**config.mk**
```make
export PLATFORM = sky130hd
export DESIGN_NAME = fetch_decode_pipe_flat
export DESIGN_NICKNAME = d
export VERILOG_FILES = /design/src/rtl/fetch_decode_pipe_pkg.sv /design/src/rtl/fetch_decode_pipe_if.sv /design/src/rtl/fetch_decode_pipe_pipe_reg.sv /design/src/rtl/fetch_decode_pipe.sv /design/src/flat_wrapper.sv
export SDC_FILE = /design/constraint.sdc
export NUM_CORES = 1
export LEC_CHECK = 0
export BUFFER_PORTS_ARGS = -buffer_cell sky130_fd_sc_hd__buf_2
export CAP_MARGIN = 20
export CORE_MARGIN = 4
export CORE_UTILIZATION = 45
export DETAILED_ROUTE_END_ITERATION = 10
export PLACE_DENSITY = 0.86
export SLEW_MARGIN = 20
export SYNTH_ARGS = -nofsm -noshare
export SYNTH_HDL_FRONTEND = slang
export SYNTH_SLANG_ARGS = --single-unit
```
**constraint.sdc**
```tcl
create_clock -name clk -period 2.4 [get_ports clk]
set_input_delay 0.12 -clock clk [delete_from_list [all_inputs] [get_ports clk]]
set_output_delay 0.12 -clock clk [all_outputs]
set_load 0.01 [all_outputs]
```
**src/rtl/fetch_decode_pipe_pkg.sv**
```systemverilog
// Shared defaults for the single-clock fetch front end and its IF/ID register.
package fetch_decode_pipe_pkg;

  localparam int              WORD_DEF      = 64;
  localparam int              INSTR_LEN_DEF = 32;
  localparam int              PC_INC_DEF    = 4;
  localparam logic [63:0]     RESET_PC_DEF  = 64'h0;
  localparam logic [31:0]     NOP_INSTR_DEF = 32'hD503201F;
  localparam int              CNT_W_DEF     = 16;

endpackage

```
**src/rtl/fetch_decode_pipe_if.sv**
```systemverilog
// Fetch/decode bundle: imem bus, redirect controls and the IF/ID outputs.
// Counter signals exist only when PERF_CNT_EN is defined.
interface fetch_decode_pipe_if
  import fetch_decode_pipe_pkg::*;
#(
  parameter int WORD      = WORD_DEF,
  parameter int INSTR_LEN = INSTR_LEN_DEF
`ifdef PERF_CNT_EN
  , parameter int CNT_W   = CNT_W_DEF
`endif
);

  logic                 stall;
  logic                 flush;
  logic                 pc_src;
  logic [WORD-1:0]      branch_target;
  logic [WORD-1:0]      imem_addr;
  logic [INSTR_LEN-1:0] imem_data;
  logic                 id_valid;
  logic [INSTR_LEN-1:0] id_instr;
  logic [WORD-1:0]      id_pc;
  logic [WORD-1:0]      id_pc_plus;
`ifdef PERF_CNT_EN
  logic [CNT_W-1:0]     fetch_cnt;
  logic [CNT_W-1:0]     flush_cnt;
`endif

  modport master (
    input  stall, flush, pc_src, branch_target, imem_data,
    output imem_addr, id_valid, id_instr, id_pc, id_pc_plus
`ifdef PERF_CNT_EN
    , output fetch_cnt, flush_cnt
`endif
  );

  modport slave (
    output stall, flush, pc_src, branch_target, imem_data,
    input  imem_addr, id_valid, id_instr, id_pc, id_pc_plus
`ifdef PERF_CNT_EN
    , input fetch_cnt, flush_cnt
`endif
  );

endinterface

```
**src/rtl/fetch_decode_pipe_pipe_reg.sv**
```systemverilog
// Generic register with synchronous reset, clear-to-reset-value and hold enable.
module pipe_reg #(
  parameter int               WIDTH   = 1,
  parameter logic [WIDTH-1:0] RST_VAL = '0
) (
  input  logic             clk_i,
  input  logic             rst_i,
  input  logic             clr_i,
  input  logic             en_i,
  input  logic [WIDTH-1:0] d_i,
  output logic [WIDTH-1:0] q_o
);

  logic [WIDTH-1:0] q_q, q_d;

  // Clear beats enable so a squash still lands while the pipe is held.
  always_comb begin
    q_d = q_q;
    if (clr_i) begin
      q_d = RST_VAL;
    end else if (en_i) begin
      q_d = d_i;
    end
  end

  always_ff @(posedge clk_i) begin
    if (rst_i) begin
      q_q <= RST_VAL;
    end else begin
      q_q <= q_d;
    end
  end

  assign q_o = q_q;

endmodule

```
**src/rtl/fetch_decode_pipe.sv**
```systemverilog
// Single-clock fetch front end: PC register plus IF/ID slot with stall/flush/redirect.
// Optional saturating perf counters are built when PERF_CNT_EN is defined.
module fetch_decode_pipe
  import fetch_decode_pipe_pkg::*;
#(
  parameter int                   WORD      = WORD_DEF,
  parameter int                   INSTR_LEN = INSTR_LEN_DEF,
  parameter int                   PC_INC    = PC_INC_DEF,
  parameter logic [WORD-1:0]      RESET_PC  = WORD'(RESET_PC_DEF),
  parameter logic [INSTR_LEN-1:0] NOP_INSTR = INSTR_LEN'(NOP_INSTR_DEF)
`ifdef PERF_CNT_EN
  , parameter int                 CNT_W     = CNT_W_DEF
`endif
) (
  input  logic                clk,
  input  logic                reset,
  fetch_decode_pipe_if.master bus
);

  localparam logic [WORD-1:0] INC = WORD'(PC_INC);

  logic [WORD-1:0]      pc_q;
  logic [WORD-1:0]      pc_plus;
  logic [WORD-1:0]      pc_d;
  logic                 pc_en;
  logic                 squash;
  logic                 load;
  logic [INSTR_LEN:0]   slot_q;
  logic [2*WORD-1:0]    ipc_q;

  assign pc_plus = pc_q + INC;
  assign squash  = bus.flush | bus.pc_src;
  assign load    = ~bus.stall & ~squash;
  // A redirect must move the PC even while decode is holding.
  assign pc_en   = bus.pc_src | ~bus.stall;
  assign pc_d    = bus.pc_src ? bus.branch_target : pc_plus;

  pipe_reg #(.WIDTH(WORD), .RST_VAL(RESET_PC)) u_pc (
    .clk_i (clk),
    .rst_i (reset),
    .clr_i (1'b0),
    .en_i  (pc_en),
    .d_i   (pc_d),
    .q_o   (pc_q)
  );

  // IF/ID stage: valid bit and instruction squash together to a NOP bubble.
  pipe_reg #(.WIDTH(INSTR_LEN + 1), .RST_VAL({1'b0, NOP_INSTR})) u_slot (
    .clk_i (clk),
    .rst_i (reset),
    .clr_i (squash),
    .en_i  (~bus.stall),
    .d_i   ({1'b1, bus.imem_data}),
    .q_o   (slot_q)
  );

  pipe_reg #(.WIDTH(2 * WORD), .RST_VAL('0)) u_ipc (
    .clk_i (clk),
    .rst_i (reset),
    .clr_i (1'b0),
    .en_i  (load),
    .d_i   ({pc_q, pc_plus}),
    .q_o   (ipc_q)
  );

  assign bus.imem_addr  = pc_q;
  assign bus.id_valid   = slot_q[INSTR_LEN];
  assign bus.id_instr   = slot_q[INSTR_LEN-1:0];
  assign bus.id_pc      = ipc_q[2*WORD-1:WORD];
  assign bus.id_pc_plus = ipc_q[WORD-1:0];

`ifdef PERF_CNT_EN
  logic [CNT_W-1:0] fetch_cnt_q, fetch_cnt_d;
  logic [CNT_W-1:0] flush_cnt_q, flush_cnt_d;

  function automatic logic [CNT_W-1:0] sat_inc(input logic [CNT_W-1:0] v);
    return (&v) ? v : v + CNT_W'(1);
  endfunction

  always_comb begin
    fetch_cnt_d = fetch_cnt_q;
    flush_cnt_d = flush_cnt_q;
    if (load) begin
      fetch_cnt_d = sat_inc(fetch_cnt_q);
    end
    if (squash) begin
      flush_cnt_d = sat_inc(flush_cnt_q);
    end
  end

  always_ff @(posedge clk) begin
    if (reset) begin
      fetch_cnt_q <= '0;
      flush_cnt_q <= '0;
    end else begin
      fetch_cnt_q <= fetch_cnt_d;
      flush_cnt_q <= flush_cnt_d;
    end
  end

  assign bus.fetch_cnt = fetch_cnt_q;
  assign bus.flush_cnt = flush_cnt_q;
`endif

endmodule

```
**src/flat_wrapper.sv**
```systemverilog
// flat-port wrapper written by rule: the top's interface ports become plain ports
module fetch_decode_pipe_flat import fetch_decode_pipe_pkg::*;
#(
  parameter int                   WORD      = WORD_DEF,
  parameter int                   INSTR_LEN = INSTR_LEN_DEF,
  parameter int                   PC_INC    = PC_INC_DEF,
  parameter logic [WORD-1:0]      RESET_PC  = WORD'(RESET_PC_DEF),
  parameter logic [INSTR_LEN-1:0] NOP_INSTR = INSTR_LEN'(NOP_INSTR_DEF)

)
  (clk, reset, bus_stall, bus_flush, bus_pc_src, bus_branch_target, bus_imem_data, bus_imem_addr, bus_id_valid, bus_id_instr, bus_id_pc, bus_id_pc_plus);
  fetch_decode_pipe_if #(.WORD(WORD), .INSTR_LEN(INSTR_LEN)) bus_i ();
  input  logic clk;
  input  logic reset;
  input wire logic [$bits(bus_i.stall)-1:0] bus_stall;
  input wire logic [$bits(bus_i.flush)-1:0] bus_flush;
  input wire logic [$bits(bus_i.pc_src)-1:0] bus_pc_src;
  input wire logic [$bits(bus_i.branch_target)-1:0] bus_branch_target;
  input wire logic [$bits(bus_i.imem_data)-1:0] bus_imem_data;
  output wire logic [$bits(bus_i.imem_addr)-1:0] bus_imem_addr;
  output wire logic [$bits(bus_i.id_valid)-1:0] bus_id_valid;
  output wire logic [$bits(bus_i.id_instr)-1:0] bus_id_instr;
  output wire logic [$bits(bus_i.id_pc)-1:0] bus_id_pc;
  output wire logic [$bits(bus_i.id_pc_plus)-1:0] bus_id_pc_plus;
  assign bus_i.stall = bus_stall;
  assign bus_i.flush = bus_flush;
  assign bus_i.pc_src = bus_pc_src;
  assign bus_i.branch_target = bus_branch_target;
  assign bus_i.imem_data = bus_imem_data;
  assign bus_imem_addr = bus_i.imem_addr;
  assign bus_id_valid = bus_i.id_valid;
  assign bus_id_instr = bus_i.id_instr;
  assign bus_id_pc = bus_i.id_pc;
  assign bus_id_pc_plus = bus_i.id_pc_plus;
  fetch_decode_pipe #(.WORD(WORD), .INSTR_LEN(INSTR_LEN), .PC_INC(PC_INC), .RESET_PC(RESET_PC), .NOP_INSTR(NOP_INSTR)) u_core (.clk(clk), .reset(reset), .bus(bus_i));
endmodule
```
==> results of run 1 <==
worst max path at each step:
stage / slack, ns / start / to / depth (start not counted)
2_1_floorplan: -0.08 / u_core.u_pc.q_o[4]$_SDFFE_PP0N_ / u_core.u_pc.q_o[45]$_SDFFE_PP0N_ / 8
3_3_place_gp: -0.03 / u_core.u_pc.q_o[21]$_SDFFE_PP0N_ / u_core.u_pc.q_o[41]$_SDFFE_PP0N_ / 8
3_5_place_dp: -0.13 / u_core.u_pc.q_o[21]$_SDFFE_PP0N_ / u_core.u_pc.q_o[41]$_SDFFE_PP0N_ / 8
4_1_cts: -0.02 / u_core.u_pc.q_o[21]$_SDFFE_PP0N_ / u_core.u_pc.q_o[58]$_SDFFE_PP0N_ / 7
5_1_grt: -0.09 / u_core.u_pc.q_o[21]$_SDFFE_PP0N_ / u_core.u_pc.q_o[57]$_SDFFE_PP0N_ / 9
6_report: 0.03 / u_core.u_pc.q_o[30]$_SDFFE_PP0N_ / u_core.u_ipc.q_o[57]$_SDFFE_PP0P_ / 8
Yosys cell counts (31+ instances only):
cell type | number | area share
sky130_fd_sc_hd__nand2_1 | 180 | 0.066
sky130_fd_sc_hd__mux2i_1 | 39 | 0.038
sky130_fd_sc_hd__dfxtp_1 | 223 | 0.44
sky130_fd_sc_hd__xnor2_1 | 37 | 0.032
sky130_fd_sc_hd__nand4_1 | 32 | 0.020
sky130_fd_sc_hd__xor2_1 | 31 | 0.027
sky130_fd_sc_hd__clkbuf_1 | 104 | 0.038
sky130_fd_sc_hd__a21oi_1 | 75 | 0.037
sky130_fd_sc_hd__nor2_1 | 155 | 0.057
sky130_fd_sc_hd__nand3_1 | 31 | 0.015
sky130_fd_sc_hd__a211oi_1 | 62 | 0.046
sky130_fd_sc_hd__a311oi_1 | 43 | 0.037
sequential cells by signal, summed over array words and instances, names as in the netlist:
register and count:
u_core.u_slot.q_o 33, u_core.u_pc.q_o 64, u_core.u_ipc.q_o 126
cell families after synthesis:
kind of cell / count (synthesis) / synth area share
flip-flops: 223 / 0.439
AO/OA/AOI/OAI: 240 / 0.159
XOR/XNOR: 68 / 0.0585
multiplexers: 39 / 0.0384
adder cells (fa/ha/maj): 1 / 0.00123
buffers and inverters: 136 / 0.0526
AND/OR/NAND/NOR: 539 / 0.251
worst register-to-register path, cell delays in order (launching register included):
cell	delay (ns)
sky130_fd_sc_hd__dfxtp_1	0.33
sky130_fd_sc_hd__buf_4	0.14
sky130_fd_sc_hd__nand4_1	0.18
sky130_fd_sc_hd__buf_4	0.21
sky130_fd_sc_hd__nor4_2	0.28
sky130_fd_sc_hd__nand4_1	0.23
sky130_fd_sc_hd__buf_4	0.25
sky130_fd_sc_hd__or4_1	0.40
sky130_fd_sc_hd__a311oi_1	0.26
cell usage in the layout, fill, tap and decap left out, types with 10 or more instances in the layout:
cell / n
sky130_fd_sc_hd__buf_2: 324
sky130_fd_sc_hd__dfxtp_1: 210
sky130_fd_sc_hd__nand2_1: 180
sky130_fd_sc_hd__nor2_1: 153
sky130_fd_sc_hd__buf_4: 120
sky130_fd_sc_hd__dlygate4sd3_1: 104
sky130_fd_sc_hd__a21oi_1: 75
sky130_fd_sc_hd__a211oi_1: 62
sky130_fd_sc_hd__a311oi_1: 39
sky130_fd_sc_hd__mux2i_1: 39
sky130_fd_sc_hd__xnor2_1: 37
sky130_fd_sc_hd__nand4_1: 32
sky130_fd_sc_hd__xor2_1: 31
sky130_fd_sc_hd__nand3_1: 30
sky130_fd_sc_hd__or3_1: 26
sky130_fd_sc_hd__clkbuf_16: 25
sky130_fd_sc_hd__o21ai_0: 24
sky130_fd_sc_hd__nor3_1: 22
sky130_fd_sc_hd__o31ai_1: 18
sky130_fd_sc_hd__or4_1: 16
sky130_fd_sc_hd__nor4_1: 14
sky130_fd_sc_hd__and3_1: 10
sky130_fd_sc_hd__nor4_2: 10
sky130_fd_sc_hd__inv_1: 10
sky130_fd_sc_hd__dfxtp_2: 10
where the power goes:
part,internal [mW],switching (mW)
logic,0.582,0.727
clock network,2.58,1.56
registers,3.86,0.119
final cells by class:
type | instances | area, sq um
clock buffer | 36 | 747
sequential | 223 | 4490
timing repair buffer | 561 | 3750
fill | 1609 | 7120
tap | 280 | 350
clock inverter | 8 | 144
multi-input combinational | 889 | 5380
antenna | 2 | 5.00
inverter | 11 | 42.5
through the flow:
| stage | worst slack, ns | hold slack [ns] | area, sq um | utilization |
|---|---|---|---|---|
| after CTS | -0.0219 | 0.0549 | 14600 | 0.664 |
| final | 0.0336 | 0.0853 | 14900 | 0.677 |
| after detailed placement | -0.129 | 0.341 | 12700 | 0.575 |
| after global placement | -0.0315 | 0.328 | 12700 | 0.575 |
| after floorplan | -0.0815 | 0.244 | 10300 | - |
| after global routing | -0.0892 | 0.0673 | 14900 | 0.677 |
timing repair:
item                                    4_1_cts  5_1_grt
hold buffers                                104        0
endpoints found under the setup margin       24       45
buffers inserted                              0       15
endpoints found under the hold margin       101        0
gates cloned                                  1        2
pin swaps                                     0       15
resized for setup                             8       35
metal layers:
metal / vias to the layer above / track usage / routed length (um)
li1: 5354 / - / -
met1: 5581 / 0.351 / 15000
met2: 744 / 0.530 / 20200
met3: 216 / 0.0666 / 3680
met4: 0 / 0.148 / 2340
met5: - / 0 / 0
==> results, run 1 <==
- The die extent in x is 158 um.
- The final routed wire length divided by cell count is 20.5 um.
- The hold violation total from the final report is 0.
- Including well taps, the total number of placed cells is 1842.
- The routed via count is 11895.
- The worst min-delay path category is input pin to register.
- STA classifies the critical path startpoint as a register.
- CTS saw 223 sinks.
- The signal on the critical path passes through buf_4, nand4_1, buf_4, nor4_2, nand4_1, buf_4, or4_1, a311oi_1.
- The relative area change from synthesis to final layout is 46.5%.
- The boundary pin count is 326.
- The share of cells above drive strength 1 is 0.320.
- TritonCTS built the clock tree.
- The maximum frequency from static timing analysis is 0.423 GHz.
- The longest clock path from root to sink contains 3 buffers.
- In this run the core area contains 54 standard-cell rows.
- The total leakage power is 6.17 nW.
- The number of storage elements in the synthesis netlist is 223.
- Synthesis produced a netlist with a net count of 1348.
- The reg-to-reg critical path startpoint is u_core.u_pc.q_o[30]$_SDFFE_PP0N_.
- The number of standard cells after synthesis is 1246.
- The global placer's final weighted congestion is 0.909.
- For the finished layout, the period the worst path requires is 2.37 ns.
- IR analysis of the VDD net gives a maximum drop of 0.550 mV.
- The startpoint identified for the worst hold timing path is bus_pc_src.
- The final count of pins violating max slew is 0.
- The total power density per cell area is 632 nW/um^2.
- The largest individual stage delay along the critical path comes from the cell sky130_fd_sc_hd__or4_1.
- The depth of the worst register-to-register path is 8.
- In this design, the largest share of critical-path delay is due to simple AND/OR/NAND/NOR gates.
- The worst setup path is captured at a register.
- The number of global-route vias before repair is 11490.
- The flow ran to the end, and the final reports show no timing, DRC or antenna violations.
- The number of setup violations in the final report is 0.
- The slew of the pin with the lowest slew margin is 0.699 ns.
- The initial detailed-routing violation count is 1190.
- The worst-skew pair later-pin latency is 0.52 ns.
- The per-cell via count in the routed design is 5.92.
- The worst register-to-register path has a setup slack of 0.03 ns.
- The cell at the root of the clock tree is sky130_fd_sc_hd__clkbuf_16.
- The y dimension of the die is 158 um.
- The clock buffer count from CTS is 24.
- The number of port buffers is 325.
- For this run, the slowest stage of the critical path takes 0.40 ns.
- The final setup skew is 0.00934 ns.
- The average cell area after synthesis is 8.17 sq um.
- The hold path endpoint is u_core.u_pc.q_o[13]$_SDFFE_PP0N_.
- The critical path is of the register to register type.
- Summed over all layers, the routed wires come to 41.3 mm.
- The worst pin sits at a relative slew slack of 0.534.
- The sequential fraction of the synthesis area is 0.439.
- The number of nets at the end of the flow is 1812.
- The post-detailed-route count of antenna-violating nets is 0.
- The share of flip-flops with an asynchronous set or reset after synthesis is 0.
- Of all nets on the critical path, the largest fanout is 12.
- The initial antenna violation count is 1.
- The worst path buffer plus inverter count is 3.
- The number of violations of the max-capacitance limit is 0.
- The required time of the critical path is 2.82 ns.
- Across every metal layer, demand over resource in global routing totals 0.303.
- The HPWL after detailed placement is 26.1 mm.
- CTS built an H-tree with a depth of 1.
- The cell repeated most along the worst path is sky130_fd_sc_hd__buf_4.
- The worst hold path was traced through 3 stages.
- The most used flip-flop cell after synthesis is sky130_fd_sc_hd__dfxtp_1.
- The endpoint of the most critical register-to-register path is u_core.u_ipc.q_o[57]$_SDFFE_PP0P_.
- In this run, distinct cell masters in the synthesized netlist total 46.
- Excluding fillers, the count of instances in the completed layout stands at 2010.
- The full die area is 25100 sq um.
- Before antenna repair, the detailed router went through 6 iterations.
- After floorplanning, the core was sized to cover 22000 sq um.
- STA puts the critical path data arrival time at 2.79 ns.
- The total congestion overflow is 0.
- In this run the cell area of the synthesized design comes to 10200 sq um.
- After routing, the total negative slack on setup checks comes to 0 ns.
- For this configuration, the core starts out at a cell density of 0.462.
- For this run, the number of Yosys warnings is 0.
- Entering global routing, the biggest net connects 104 pins.
- In the finished design, the share of the clock period the worst path needs comes to 0.986.
- Yosys mapped a number of flops with a built-in enable equal to 0.
- Setup repair after global routing could not meet its margin everywhere.
- The number of remaining DRC errors is 0.
- The total design power is 9.43 mW.
- After clock tree synthesis, the clock-pin slew on the worst setup and hold paths is 0.07 ns.
- The first global-routing pass estimated 60.8 mm of wire.
Power figures use the tool's default switching activity.
==> inputs of run 2 (changes only) <==
--- a/config.mk
+++ b/config.mk
@@ -7,10 +7,12 @@
 export LEC_CHECK = 0
 export BUFFER_PORTS_ARGS = -buffer_cell sky130_fd_sc_hd__buf_2
 export CAP_MARGIN = 20
+export CELL_PAD_IN_SITES_DETAIL_PLACEMENT = 0
+export CELL_PAD_IN_SITES_GLOBAL_PLACEMENT = 1
 export CORE_MARGIN = 4
-export CORE_UTILIZATION = 45
+export CORE_UTILIZATION = 33
 export DETAILED_ROUTE_END_ITERATION = 10
-export PLACE_DENSITY = 0.86
+export PLACE_DENSITY = 0.87
 export SLEW_MARGIN = 20
 export SYNTH_ARGS = -nofsm -noshare
 export SYNTH_HDL_FRONTEND = slang
==> run 2 against run 1 <==
The run now ends with setup timing left. Flip-flop and latch count is the same. Non-clock buffer count grew 4. Hold slack lost 0.022 ns. First-iteration DRC count shrank 28%. Critical path depth shrank 2.
==> results, run 2 (synthesis gave the netlist of run 1 again) <==
- The most heavily used metal layer in global routing is met2.
- The routed via count was 11252 (-5.4%).
- The required time of the critical path was 2.84 ns (+0.02 ns).
- The total leakage power is 6.20 nW (+0.46%).
- The total wire length after detailed routing is 39.3 mm (-4.8%).
- Leaving out fill and tap cells, the most frequent cells in the layout are sky130_fd_sc_hd__buf_2, sky130_fd_sc_hd__dfxtp_1, sky130_fd_sc_hd__nand2_1.
- The total iterations of the first detailed-routing run is 5 (-1).
- The number of nets at the end of the flow is 1818 (+0.33%).
- The boundary pin count is 326 (unchanged).
- The biggest fanout along the worst timing path came to 5 (-7).
- The data arrival time of the critical path was 2.86 ns (+0.07 ns).
- The worst-skew pair later-pin latency came to 0.53 ns (about the same).
- The y dimension of the die came to 184 um (+16%).
- Setup repair after global routing could not meet its margin everywhere.
- The number of setup violations in the final report is 4 (+4).
- The instance area at placement is 12800 sq um (+1.5%).
- The initial core utilization is 0.334 (-0.128).
- The hold violation total from the final report is 0 (unchanged).
- The final worst hold slack came to 0.0636 ns (-0.0217 ns).
- The initial detailed-routing violation count came to 857 (-28%).
- The final setup slack of the worst path is -0.0162 ns (-0.0498 ns).
- The final count of pins violating max slew was 0 (unchanged).
- The number of flip-flops under the largest register name is 126 (unchanged).
- The ratio of final minimum period to clock period is 1.01 (+0.0208).
- The global placer's final weighted congestion was 0.870 (-4.3%).
- The slew of the pin with the lowest slew margin is 0.710 ns (+0.0107 ns).
- Walking the worst path, the cells encountered are nand4_4, or4_4, buf_12, or4_4, or3_1, a311oi_1.
- The worst path buffer plus inverter count was 1 (-2).
- The maximum frequency from static timing analysis is 0.414 GHz (-2.1%).
- The worst IR drop on VDD is 0.504 mV (-8.3%).
- The final reports fail on setup timing.
- The met3 usage in global routing is 0.0469 (-0.0197).
- The wire length of the first global-routing pass came to 60.4 mm (-0.67%).
- The worst setup path is captured at a register.
- The maximum root-to-sink buffer count is 3 (unchanged).
- The number of remaining DRC errors is 0 (unchanged).
- The remaining max-slew budget at the tightest pin is 0.527 (-0.00714).
- The initial antenna violation count was 2 (+1).
- The per-cell via count in the routed design came to 5.28 (-11%).
- The final setup TNS is -0.0313 ns (-0.0313 ns).
- The largest delay contributor family on the critical path is simple AND/OR/NAND/NOR gates.
- The floorplan core area is 30500 sq um (+39%).
- The site row count is 64 (+19%).
- The clock buffer count from CTS was 26 (+8.3%).
- The met1 track demand over resource is 0.283 (-0.0679).
- TritonCTS built the clock tree.
- The root buffer cell chosen for the clock tree is sky130_fd_sc_hd__clkbuf_16.
- The share of cells above drive strength 1 is 0.325 (+0.00524).
- The die extent in x was 184 um (+16%).
- The shortest period the worst path allows came to 2.42 ns (+0.0498 ns).
- The number of clock sinks is 223 (unchanged).
- The worst setup path is launched from a register.
- The tightest min-delay check is of the input pin to register type.
- Among the stages of the critical path, the cell type that occurs most often is sky130_fd_sc_hd__or4_4.
- The CTS clock-pin slew for the worst setup and hold paths is 0.06 ns (about the same).
- The maximum number of pins on one net before global-route repair was 81 (-22%).
- The final routed wire length divided by cell count is 18.4 um (-10%).
- The global-route usage over all layers is 0.219 (-0.0840).
- Leaving out fill and tap cells, the most frequent cell in the layout is sky130_fd_sc_hd__buf_2.
- The critical path is of the register to register type.
- The total congestion overflow is 0 (unchanged).
- The number of global-route vias before repair is 10848 (-5.6%).
- The H-tree level count is 1 (unchanged).
- The filler cell count is 2895 (+80%).
- The global routing met2 resource utilization is 0.365 (-0.165).
- The full die area is 33700 sq um (+34%).
- The largest stage delay on the critical path is 0.61 ns (+0.21 ns).
- The detailed-placement wirelength estimate is 27.4 mm (+4.9%).
- The flow ran to the end, but the final reports show violations.
- The post-detailed-route count of antenna-violating nets is 0 (unchanged).
- The total design power is 9.24 mW (-2.0%).
- The final instance area is 15100 sq um (+1.2%).
- The total power density per cell area is 612 nW/um^2 (-3.2%).
- The relative area change from synthesis to final layout is 48.3%.
- The largest individual stage delay along the critical path comes from the cell sky130_fd_sc_hd__or4_4.
- The final setup skew is 0.0160 ns (+0.00663 ns).
- The number of port buffers is 325 (unchanged).
- The number of violations of the max-capacitance limit is 0 (unchanged).
-- run 2: changes by cell type in the layout (fill, tap and decap cells not counted), moves of 2 or more --
cell,change
sky130_fd_sc_hd__clkbuf_1,+2
sky130_fd_sc_hd__clkbuf_8,-4
sky130_fd_sc_hd__bufinv_16,-2
sky130_fd_sc_hd__a2111oi_2,-2
sky130_fd_sc_hd__clkbuf_16,+2
sky130_fd_sc_hd__dlygate4sd3_1,-7
sky130_fd_sc_hd__buf_12,+3
sky130_fd_sc_hd__a2111oi_0,+2
sky130_fd_sc_hd__buf_4,+8
sky130_fd_sc_hd__clkinv_2,+2
-- run 2: path summary, 6_finish.rpt --
kind	from	end	slack, ns	cells after the start
worst min-delay path	bus_pc_src	u_core.u_pc.q_o[2]$_SDFFE_PP0N_	0.06	3
worst min register to register	u_core.u_slot.q_o[32]$_SDFFE_PP0N_	u_core.u_slot.q_o[32]$_SDFFE_PP0N_	0.45	2
worst max-delay path	u_core.u_pc.q_o[3]$_SDFFE_PP0N_	u_core.u_ipc.q_o[37]$_SDFFE_PP0P_	-0.02	6
worst max register to register	u_core.u_pc.q_o[3]$_SDFFE_PP0N_	u_core.u_ipc.q_o[37]$_SDFFE_PP0P_	-0.02	6
-- run 2: final cells by class --
cell class	count	area, sq um	share of cell area
flip-flops and latches	223	4480	0.297
clock inverters	10	110	0.00730
inverters	11	42.5	0.00282
multi-input cells	889	5400	0.358
repair buffers	565	3810	0.252
clock buffers	36	749	0.0497
diodes	1	2.50	0.000166
well taps	396	495	0.0328
-- run 2: tightest hold or removal path, stage by stage --
cell	delay [ns]
sky130_fd_sc_hd__buf_2	0.25
sky130_fd_sc_hd__nand2_1	0.11
sky130_fd_sc_hd__a21oi_1	0.05
-- run 2: per-layer routing --
| layer | up-vias | part of all wire |
|---|---|---|
| met5 | - | 0.00033 |
| met3 | 85 | 0.083 |
| met1 | 5299 | 0.41 |
| li1 | 5390 | - |
| met4 | 2 | 0.037 |
| met2 | 476 | 0.47 |
-- run 2: power by group --
part / internal, mW / leakage, nW / total, mW / switching (mW)
sequential: 3.86 / 1.83 / 3.98 / 0.116
clock: 2.39 / 0.424 / 4.00 / 1.61
combinational: 0.575 / 3.95 / 1.27 / 0.693
total: 6.83 / 6.20 / 9.24 / 2.42
-- run 2: stage by stage --
| stage | setup WS, ns | std cells | utilization |
|---|---|---|---|
| 2_1_floorplan | -0.0815 | 1246 | - |
| 3_3_place_gp | -0.0177 | 1962 | 0.421 |
| 3_5_place_dp | -0.129 | 1962 | 0.421 |
| 4_1_cts | -0.0302 | 2113 | 0.484 |
| 5_1_grt | -0.118 | 2131 | 0.495 |
| 6_report | -0.0162 | 2131 | 0.495 |
-- run 2: what timing repair did --
action                                  in CTS  in global routing
cloned                                       2                  0
pin swaps                                    6                 19
hold buffers                                97                  0
endpoints found under the hold margin       97                  0
buffers inserted                             6                 17
endpoints found under the setup margin      21                 48
gates resized for setup                      6                 36
==> inputs of run 3 (changes only) <==
--- a/config.mk
+++ b/config.mk
@@ -5,14 +5,15 @@
 export SDC_FILE = /design/constraint.sdc
 export NUM_CORES = 1
 export LEC_CHECK = 0
+export ABC_AREA = 1
 export BUFFER_PORTS_ARGS = -buffer_cell sky130_fd_sc_hd__buf_2
 export CAP_MARGIN = 20
 export CELL_PAD_IN_SITES_DETAIL_PLACEMENT = 0
 export CELL_PAD_IN_SITES_GLOBAL_PLACEMENT = 1
 export CORE_MARGIN = 4
-export CORE_UTILIZATION = 33
+export CORE_UTILIZATION = 32
 export DETAILED_ROUTE_END_ITERATION = 10
-export PLACE_DENSITY = 0.87
+export PLACE_DENSITY = 0.88
 export SLEW_MARGIN = 20
 export SYNTH_ARGS = -nofsm -noshare
 export SYNTH_HDL_FRONTEND = slang
==> run 3 against run 2 <==
The run now ends clean. Combinational power down 6%. Critical path depth increased by 3. Global-route usage is 0.96 points higher. Total power rose by 1.4%. Sequential power up 1%. Clock skew shrank 0.0032 ns. Clock-buffer cell count up 2. Worst setup slack better by 0.31 ns. Critical path type unchanged.
==> results, run 3 <==
- The flow ran to the end, and the final reports show no timing, DRC or antenna violations.
- The worst IR drop on VDD was 0.463 mV (-8.2%).
- The cell at the root of the clock tree is sky130_fd_sc_hd__clkbuf_16.
- The number of setup violations in the final report came to 0 (-4).
- The switching share of power is 0.268 (+0.00608).
- The final count of pins violating max slew came to 0 (unchanged).
- The largest stage delay on the critical path was 0.43 ns (-0.18 ns).
- The number of global-route vias before repair is 11068 (+2.0%).
- The post-detailed-route count of antenna-violating nets is 0 (unchanged).
- The global placer's final weighted congestion is 0.935 (+7.5%).
- The floorplan core area is 31700 sq um (+4.0%).
- The number of library cell types mapped by synthesis is 34 (-26%).
- The initial detailed-routing violation count is 780 (-9.0%).
- The full die area is 35300 sq um (+4.7%).
- The total iterations of the first detailed-routing run came to 5 (unchanged).
- The slew of the pin with the lowest slew margin is 0.806 ns (+0.0960 ns).
- The maximum number of pins on one net before global-route repair is 122 (+51%).
- The worst-skew pair later-pin latency is 0.53 ns (about the same).
- STA classifies the critical path startpoint as a register.
- The relative area change from synthesis to final layout is 37.0%.
- The number of remaining DRC errors is 0 (unchanged).
- The number of standard cells after synthesis was 1538 (+23%).
- The critical path goes through ha_1, nand2_1, nor2_4, nand2_1, nor2_1, nand2_1, xor2_1, a21oi_1, nor2_1.
- The cell area after synthesis is 10400 sq um (+1.8%).
- The y dimension of the die is 188 um (+2.3%).
- The per-cell via count in the routed design is 4.84 (-8.3%).
- The total leakage power is 6.80 nW (+9.6%).
- The most numerous cell type found on the critical path is sky130_fd_sc_hd__nand2_1.
- The post-layout utilization of the core is 0.447 (-0.0473).
- The final worst hold slack is 0.00844 ns (-0.0552 ns).
- After synthesis, the cell types taking the most area are sky130_fd_sc_hd__dfxtp_1, sky130_fd_sc_hd__nand2_1, sky130_fd_sc_hd__nor2_1.
- The hold violation total from the final report is 0 (unchanged).
- The number of violations of the max-capacitance limit was 0 (unchanged).
- The CTS clock-pin slew for the worst setup and hold paths came to 0.06 ns (about the same).
- The number of clock sinks was 223 (unchanged).
- The worst setup slack after placement was 0.304 ns (+0.433 ns).
- The largest delay contributor family on the critical path is simple AND/OR/NAND/NOR gates.
- The detailed-placement wirelength estimate is 31.2 mm (+14%).
- The average cell area after synthesis came to 6.73 sq um (-18%).
- The number of nets at the end of the flow came to 2028 (+12%).
- The maximum root-to-sink buffer count is 3 (unchanged).
- The number of storage elements in the synthesis netlist is 223 (unchanged).
- The internal power component is 6.87 mW (+0.59%).
- The final routed wire length divided by cell count is 18.1 um (-2.1%).
- The H-tree level count came to 1 (unchanged).
- The number of enable-type register cells in the synthesized netlist was 0 (unchanged).
- The required time of the critical path is 2.79 ns (-0.05 ns).
- The library cells used most frequently in the layout, excluding fill and tap cells, are sky130_fd_sc_hd__nand2_1, sky130_fd_sc_hd__buf_2, sky130_fd_sc_hd__nor2_1.
- The sequential fraction of the synthesis area is 0.431 (-0.00763).
- The top-area cell type share of the netlist area came to 0.431 (-0.00763).
- The number of warning messages in the yosys log is 0 (unchanged).
- The worst path buffer plus inverter count is 0 (-1).
- The final setup slack of the worst path came to 0.290 ns (+0.307 ns).
- The register share of total power was 0.430 (about the same).
- The maximum frequency from static timing analysis is 0.474 GHz (+15%).
- The global-route usage over all layers came to 0.229 (+0.00957).
- The total wire length after detailed routing came to 42.4 mm (+7.9%).
- Leaving out fill and tap cells, the most frequent cell in the layout is sky130_fd_sc_hd__nand2_1.
- The final setup TNS is 0 ns (+0.0313 ns).
- The share of power burned in the clock network is 0.443 (+0.011).
- The final setup skew was 0.0127 ns (-0.00323 ns).
- Counting instances in the post-synthesis netlist gives the leading cell types as sky130_fd_sc_hd__nand2_1, sky130_fd_sc_hd__nor2_1, sky130_fd_sc_hd__dfxtp_1, sky130_fd_sc_hd__inv_1, sky130_fd_sc_hd__o21ai_0.
- The total design power was 9.38 mW (+1.4%).
- By startpoint and endpoint, the worst setup path is classified as register to register.
- The number of port buffers is 325 (unchanged).
- The site row count is 65 (+1.6%).
- The total congestion overflow was 0 (unchanged).
- The library cell with the largest summed area after synthesis is sky130_fd_sc_hd__dfxtp_1.
- The die extent in x is 188 um (+2.3%).
- In the synthesized netlist the dominant register cell turns out to be sky130_fd_sc_hd__dfxtp_1.
- The routed via count is 11366 (+1.0%).
- The final instance area is 14200 sq um (-6.0%).
- The number of flip-flops under the largest register name is 126 (unchanged).
- The combinational fraction of design power was 0.127 (-0.010).
- The shortest period the worst path allows came to 2.11 ns (-0.307 ns).
- Setup repair after global routing left no endpoint under its margin.
- The share of cells above drive strength 1 is 0.230 (-0.0953).
- The ratio of final minimum period to clock period was 0.879 (-0.128).
- The total power density per cell area is 661 nW/um^2 (+7.9%).
- The switching power is 2.51 mW (+3.8%).
- The biggest fanout along the worst timing path is 4 (-1).
- The initial core utilization was 0.327 (-0.00703).
- The dominant cell by count in the synthesized netlist is sky130_fd_sc_hd__nand2_1.
- The non-filler instance count after layout is 2347 (+10%).
- The instance area at placement is 12400 sq um (-3.5%).
- The remaining max-slew budget at the tightest pin is 0.463 (-0.0640).
- The share of flip-flops with an asynchronous set or reset after synthesis is 0 (unchanged).
- The data arrival time of the critical path is 2.50 ns (-0.36 ns).
- The synthesized net count is 1640 (+22%).
- For this design, the slowest cell found on the critical path is sky130_fd_sc_hd__dfxtp_1.
- The placed instance count was 2210 (+13%).
- The worst min-delay path category is input pin to register.
- The critical path endpoint category is a register.
- The boundary pin count came to 326 (unchanged).
- The buffers inserted during post-CTS setup optimization is 0 (-6).
- The clock buffer count from CTS is 26 (unchanged).
- The clock tree from TritonCTS is yes.
- The initial antenna violation count is 1 (-1).
- The wire length of the first global-routing pass was 64.7 mm (+7.2%).
## run 3: cell count changes after synthesis, sizes merged, moves of 39 or more
| cell | change |
|---|---|
| nor2 | +127 |
| o21ai | +165 |
| clkbuf | -60 |
| nand2 | +202 |
| inv | +150 |
| a311oi | -43 |
| mux2i | -39 |
| a211oi | -61 |
## run 3: kinds of logic (layout without fill, tap and decap cells)
group | after synthesis | after routing | share of synthesized area
and+or+nand+nor | 716 | 716 | 0.286
AOI/OAI and AO/OA | 325 | 325 | 0.163
buffers and inverters | 242 | 648 | 0.0919
DFF | 223 | 223 | 0.431
xor gates and xnor gates | 31 | 31 | 0.0262
adders and majority gates | 1 | 1 | 0.00121
other | 0 | 1 | 0
## run 3: worst paths after layout
path | cells past startpoint | endpoint | slack, ns | startpoint
setup / recovery | 9 | u_core.u_pc.q_o[24]$_SDFFE_PP0N_ | 0.29 | u_core.u_pc.q_o[3]$_SDFFE_PP0N_
hold / removal | 5 | u_core.u_pc.q_o[29]$_SDFFE_PP0N_ | 0.008 | bus_branch_target[29]
hold reg to reg | 2 | u_core.u_slot.q_o[20]$_SDFFE_PP0N_ | 0.46 | u_core.u_slot.q_o[20]$_SDFFE_PP0N_
setup reg to reg | 9 | u_core.u_pc.q_o[24]$_SDFFE_PP0N_ | 0.29 | u_core.u_pc.q_o[3]$_SDFFE_PP0N_
## run 3: repair_timing
action,4_1_cts,5_1_grt
endpoints found under the setup margin,0,0
hold buffers,90,0
hold endpoints to repair,90,0
resized for setup,0,0
## run 3: worst reg2reg max path: stages (launching register included)
cell and delay (ns):
sky130_fd_sc_hd__dfxtp_1 0.43, sky130_fd_sc_hd__ha_1 0.25, sky130_fd_sc_hd__nand2_1 0.11, sky130_fd_sc_hd__nor2_4 0.15
sky130_fd_sc_hd__nand2_1 0.07, sky130_fd_sc_hd__nor2_1 0.26, sky130_fd_sc_hd__nand2_1 0.26, sky130_fd_sc_hd__xor2_1 0.22
sky130_fd_sc_hd__a21oi_1 0.16, sky130_fd_sc_hd__nor2_1 0.06
## run 3: cell type report
| type | instances | area (sq um) |
|---|---|---|
| flip-flops and latches | 223 | 4460 |
| clock buffers | 38 | 797 |
| inverters | 161 | 604 |
| diodes | 1 | 2.50 |
| fillers | 3256 | 17500 |
| multi-input cells | 1073 | 4940 |
| well taps | 402 | 503 |
| repair buffers | 441 | 2780 |
| clock inverters | 8 | 100 |
## run 3: power by group through the flow
stage | sequential [mW] | clock [mW] | combinational (mW)
3_3_place_gp | 4.10 | 0 | 1.07
2_1_floorplan | 4.17 | 0 | 0.495
3_5_place_dp | 4.11 | 0 | 1.07
4_1_cts | 4.03 | 4.21 | 1.19
6_report | 4.03 | 4.15 | 1.19
5_1_grt | 4.06 | 4.36 | 1.32
## run 3: routing by layer
| layer | track usage | routed length (um) | up-vias |
|---|---|---|---|
| li1 | - | - | 5614 |
| met1 | 0.301 | 18500 | 5257 |
| met2 | 0.375 | 19400 | 431 |
| met3 | 0.0581 | 3310 | 64 |
| met4 | 0.0610 | 1230 | 0 |
| met5 | 0 | 0 | - |
